### src/rtl/mac_dot_sequencer_pkg.sv
// Shared fixed-point constants and state encoding for the MAC dot-product sequencer.
package mac_dot_sequencer_pkg;

  localparam int SEQ_ADDR_W = 8;
  localparam int SEQ_DATA_W = 16;
  localparam int SEQ_FRAC_W = 12;
  localparam int SEQ_ACC_W  = 32;

  typedef enum logic [1:0] {
    IDLE  = 2'd0,
    FETCH = 2'd1,
    DRAIN = 2'd2,
    HOLD  = 2'd3
  } seq_state_t;

endpackage

### src/rtl/mac_dot_sequencer.sv
// Sequences a sibling mac_unit through one dot product: operand fetch, bias-seeded
// accumulation with result feedback, and a valid/ready hand-off of the final sum.
//
// state | meaning
// IDLE  | waiting for start
// FETCH | issuing one operand read per cycle (terms 0..L-1)
// DRAIN | waiting for the last calculate to land in mac_result
// HOLD  | out_valid high until out_ready; may accept the next job directly
module mac_dot_sequencer
  import mac_dot_sequencer_pkg::*;
#(
  parameter int ADDR_W = SEQ_ADDR_W,
  parameter int DATA_W = SEQ_DATA_W,
  parameter int ACC_W  = SEQ_ACC_W
) (
  input  logic              clk,
  input  logic              reset,
  input  logic              start,
  input  logic [ADDR_W-1:0] len,
  input  logic [ADDR_W-1:0] a_base,
  input  logic [ADDR_W-1:0] b_base,
  input  logic [ACC_W-1:0]  bias,
  output logic              busy,
  output logic              rd_en,
  output logic [ADDR_W-1:0] a_addr,
  output logic [ADDR_W-1:0] b_addr,
  input  logic [DATA_W-1:0] a_data,
  input  logic [DATA_W-1:0] b_data,
  output logic              mac_calculate,
  output logic [DATA_W-1:0] mac_tem1,
  output logic [DATA_W-1:0] mac_tem2,
  output logic [ACC_W-1:0]  mac_tem3,
  input  logic [ACC_W-1:0]  mac_result,
  output logic              out_valid,
  input  logic              out_ready,
  output logic [ACC_W-1:0]  out_data
);

  seq_state_t        state;
  logic [ADDR_W-1:0] len_q;
  logic [ADDR_W-1:0] a_base_q;
  logic [ADDR_W-1:0] b_base_q;
  logic [ACC_W-1:0]  bias_q;
  logic [ADDR_W-1:0] k;
  logic [ADDR_W-1:0] k_next;
  logic              dv;
  logic              dv_first;
  logic              accept;

  assign accept = start && ((state == IDLE) || ((state == HOLD) && out_ready));
  assign k_next = k + ADDR_W'(1);

  // Operand data arrives one cycle after rd_en, so dv marks the compute cycle.
  assign mac_calculate = dv;
  assign mac_tem1      = dv ? a_data : '0;
  assign mac_tem2      = dv ? b_data : '0;
  assign mac_tem3      = !dv ? '0 : (dv_first ? bias_q : mac_result);

  always_ff @(posedge clk) begin
    if (!reset) begin
      state     <= IDLE;
      busy      <= 1'b0;
      rd_en     <= 1'b0;
      a_addr    <= '0;
      b_addr    <= '0;
      out_valid <= 1'b0;
      out_data  <= '0;
      len_q     <= '0;
      a_base_q  <= '0;
      b_base_q  <= '0;
      bias_q    <= '0;
      k         <= '0;
      dv        <= 1'b0;
      dv_first  <= 1'b0;
    end else begin
      dv       <= rd_en;
      dv_first <= rd_en && (k == '0);
      case (state)
        IDLE, HOLD: begin
          if (accept) begin
            len_q     <= len;
            a_base_q  <= a_base;
            b_base_q  <= b_base;
            bias_q    <= bias;
            k         <= '0;
            busy      <= 1'b1;
            out_valid <= 1'b0;
            if (len != '0) begin
              state  <= FETCH;
              rd_en  <= 1'b1;
              a_addr <= a_base;
              b_addr <= b_base;
            end else begin
              state <= DRAIN;
            end
          end else if ((state == HOLD) && out_ready) begin
            state     <= IDLE;
            busy      <= 1'b0;
            out_valid <= 1'b0;
          end
        end
        FETCH: begin
          if (k == (len_q - ADDR_W'(1))) begin
            state  <= DRAIN;
            rd_en  <= 1'b0;
            a_addr <= '0;
            b_addr <= '0;
          end else begin
            k      <= k_next;
            a_addr <= a_base_q + k_next;
            b_addr <= b_base_q + k_next;
          end
        end
        DRAIN: begin
          // Once no calculate is in flight, mac_result holds the final sum.
          if (!dv) begin
            out_data  <= (len_q == '0) ? bias_q : mac_result;
            out_valid <= 1'b1;
            state     <= HOLD;
          end
        end
        default: state <= IDLE;
      endcase
    end
  end

endmodule

### config.mk
export PLATFORM = sky130hd
export DESIGN_NAME = mac_dot_sequencer
export DESIGN_NICKNAME = d
export VERILOG_FILES = /design/src/rtl/mac_dot_sequencer_pkg.sv /design/src/rtl/mac_dot_sequencer.sv
export SDC_FILE = /design/constraint.sdc
export NUM_CORES = 1
export LEC_CHECK = 0
export ABC_AREA = 1
export CAP_MARGIN = 20
export CELL_PAD_IN_SITES_DETAIL_PLACEMENT = 2
export CELL_PAD_IN_SITES_GLOBAL_PLACEMENT = 2
export CORE_ASPECT_RATIO = 1.25
export CORE_MARGIN = 2
export CORE_UTILIZATION = 30
export CTS_CLUSTER_DIAMETER = 120
export CTS_CLUSTER_SIZE = 8
export DETAILED_ROUTE_END_ITERATION = 10
export DONT_BUFFER_PORTS = 1
export PLACE_DENSITY_LB_ADDON = 0.3
export SKIP_LAST_GASP = 1
export SLEW_MARGIN = 20
export SYNTH_ARGS = -nofsm -noshare
export SYNTH_HDL_FRONTEND = slang
export SYNTH_SLANG_ARGS = --single-unit
### constraint.sdc
create_clock -name clk -period 2.8 [get_ports clk]
set_clock_uncertainty 0.05 [all_clocks]
set_input_delay 0.42 -clock clk [delete_from_list [all_inputs] [get_ports clk]]
set_output_delay 0.42 -clock clk [all_outputs]
set_load 0.03 [all_outputs]
==> impl_results.md <==
- Post-DRT Antenna Nets: 0
- Switch share: 48.98%
- Pre-antenna DRT Iters: 4
- Count of final setup violators: 0
- First-pass GRT wire length: 38510 um
- Clk buf depth: 2
- Max incr delay on CP: 0.74 ns
- Outcome: completed
- Vias in the first global route: 7035
- Post-synthesis adder-cell area fraction: 4.778%
- Ys flop type: dfxtp_1
- Register share of total power: 31.0%
- Die H: 169.8 um
- Worst setup slack after layout: 0.1858 ns
- Vias per cell: 5.290
- Leak pwr: 0.003635 uW
- Pin count of the biggest net entering global routing: 98
- Fillers: 2622
- Synth Net Count: 1120
- Reg clk slew, reported paths: 0.07 ns
- Cell Int Power: 5383 uW
- Syn Inst Count: 972
- Final Critical Period: 2.614 ns
- Max-cap viol count: 0
- IO buf count: 0
- Crit end category: primary output
- Warnings from Yosys: 0
- Non-Filler Instances: 1258
- DR vias: 6655
- Nets: 1113
- Synth Area in Simple Gates: 19.87%
- Root buf cell: clkbuf_16
- CP Data Required Time: 2.33 ns
- CTS Buf Count: 17
- Hold_buf cts: 0
- Main combinational cell family by area after synthesis: compound AO/OA/AOI/OAI gates
- Die area: 0.02321 mm^2
- Area of the mapped netlist: 0.006599 mm^2
- Grt ovf: 0
- Row count: 60
- GRT Util Overall: 21.45%
- H-tree depth: 4
- Worst setup SP type: flop
- Slowest stage cell on the critical path: dfxtp_2
- Mean area per synthesized cell: 6.789 um^2
- CTS tree: done
- Final WL: 24920 um
- Synth cell types: 35
- Final hold violation count: 0
- Cell-by-cell trace of the critical path: buf_12, o21ai_0, a21oi_1
- Headroom to the max-slew limit: 35.75%
- Area Overhead vs Synth: 16.42%
- # DRC: 0
- Antenna violations before repair: 1
- Logic pwr share: 45.5%
- Compound-gate portion of the synthesized area: 25.09%
- Worst Hold Class: in2reg
- Power Density: 1373 mW/mm^2
- CP max FO: 39
- Core Box Area: 0.02155 mm^2
- Pins over their slew limit: 0
- Critical path class: reg2out
- Final period util: 93.36%
- Storage element area: 0.002386 mm^2
- Die Width: 136.7 um
- Initial Utilization: 30.63%
- Fmax: 0.3825 GHz
- I/O pins: 240
- Dpl cells: 1223
- Clock insertion delay at the later pin of the skew report: 0.43 ns
- Worst vdd ir: 0.4719 mV
- WL per Instance: 19.81 um
- Clk sinks: 119
- Number of synthesized flops with an enable pin: 0
- #FFs+latches synth: 119
- Ys async rst share: 0%
- Gpl congestion: 0.8021
- Multi-input gate area: 0.003428 mm^2
- Register area share after synthesis: 36.10%
- DRC marker count from the first detailed-route iteration: 250
- CP arrival: 2.14 ns
- Xor/xnor share of the synthesized area: 1.725%
- Placed wire-length estimate: 18050 um
- Worst slew pin tran: 0.9627 ns
- Setup TNS Final: 0 ns
- Mux contribution to synthesized area: 0%
- Switching power: 5168 uW
- Overall power: 10550 uW
- Clock power share: 23.4%
- Layout cells sized above 1: 9.305%
- Dpl ws: 0.04074 ns
## cell type report
cell class / instances / share of cell area, %
antenna: 1 / 0.03257
clock buffer: 18 / 5.586
clock inverter: 14 / 2.866
inverter: 154 / 7.573
multi-input combinational: 640 / 44.63
sequential: 119 / 31.06
tap: 279 / 4.544
timing repair buffer: 33 / 3.713
## final timing paths
check | end | slack [ns] | from | cells after the start
max | mac_tem3[2] | 0.19 | mac_calculate | 3
min | b_addr[4] | 0.09 | reset | 2
max reg2reg | a_addr[7] | 0.20 | k[1] | 15
min reg2reg | a_base_q[7] | 0.43 | a_base_q[7] | 2
## power groups by stage
stage	registers, uW	logic, uW	clock network, uW
2_1_floorplan	3120	3480	0
3_3_place_gp	3290	4630	0
3_5_place_dp	3310	4790	0
4_1_cts	3280	4850	2530
5_1_grt	3350	5470	2610
6_report	3280	4800	2470
## cells in the mapped netlist, drive strengths merged, types with 2 or more instances
library cell / n / share of area (%)
o21ai: 90 / 6.8
ha: 22 / 4.2
xor2: 8 / 1.1
a21oi: 134 / 10
dfxtp: 119 / 36
a31oi: 2 / 0.19
fa: 2 / 0.61
nand4: 9 / 0.95
xnor2: 5 / 0.66
o211ai: 65 / 7.4
nand3: 46 / 3.6
clkbuf: 50 / 2.8
nor2: 54 / 3.6
nor3: 5 / 0.38
nand2: 192 / 11
inv: 153 / 8.7
buf: 9 / 0.83
## critical path: cells and delay by family, from the launching register on
| family | cells | cell delay [ns] |
|---|---|---|
| buffers and inverters | 1 | 0.29 |
| AOI/OAI and AO/OA | 2 | 0.69 |
| DFF | 1 | 0.74 |
## sequential cells by signal, indices dropped and copies added (netlist names)
name           cells
out_valid          1
len_q              8
b_addr             8
rd_en              1
busy               1
a_base_q           8
dv_first           1
k                  8
mac_calculate      1
bias_q            32
a_addr             8
out_data          32
b_base_q           8
state              2
## placed cells by master, fill, tap and decap left out, types with 2 or more instances in the layout
master	count
nand4_1	8
inv_6	3
clkinv_2	2
inv_2	3
o211ai_1	65
clkbuf_16	17
buf_4	30
inv_1	149
xnor2_1	5
nand3_1	45
dfxtp_1	116
a31oi_1	2
nor2_2	5
bufinv_16	5
o21ai_1	2
dfxtp_2	3
nor2_1	44
fa_1	2
clkinvlp_4	2
o21ai_0	88
nand2_1	189
a21oi_1	133
nor2_4	5
xor2_1	7
ha_1	21
nand2_2	2
buf_12	3
clkinv_4	3
nor3_1	5
## routing by layer
layer / global-route usage [%] / part of all wire, % / up-vias
li1: - / - / 3172
met1: 23.36 / 39 / 3268
met2: 40.41 / 53 / 185
met3: 4.617 / 6.0 / 30
met4: 7.156 / 2.2 / 0
met5: 0 / 0 / -
## what timing repair did
action / 4_1_cts / 5_1_grt
setup endpoints to repair: 0 / 6
resized for setup: 0 / 8
setup buffers: 0 / 2
## per-stage QoR
step | instance area (um^2) | utilization, % | hold WS, ns
after global routing | 7682 | 35.66 | 0.08292
after global placement | 6985 | 32.42 | 0.4086
after floorplan | 6599 | - | 0.3944
after detailed placement | 6985 | 32.42 | 0.4190
final | 7682 | 35.66 | 0.08606
after CTS | 7635 | 35.44 | 0.06973
## cell families (layout without fill, tap and decap cells)
family | Yosys count | in the layout
AO/OA/AOI/OAI | 294 | 294
XOR/XNOR | 13 | 13
adder cells (fa/ha/maj) | 24 | 24
buffers and inverters | 213 | 219
flip-flops | 119 | 119
other | 0 | 1
AND/OR/NAND/NOR | 309 | 309
No activity file was read; power rests on OpenSTA's default activity.
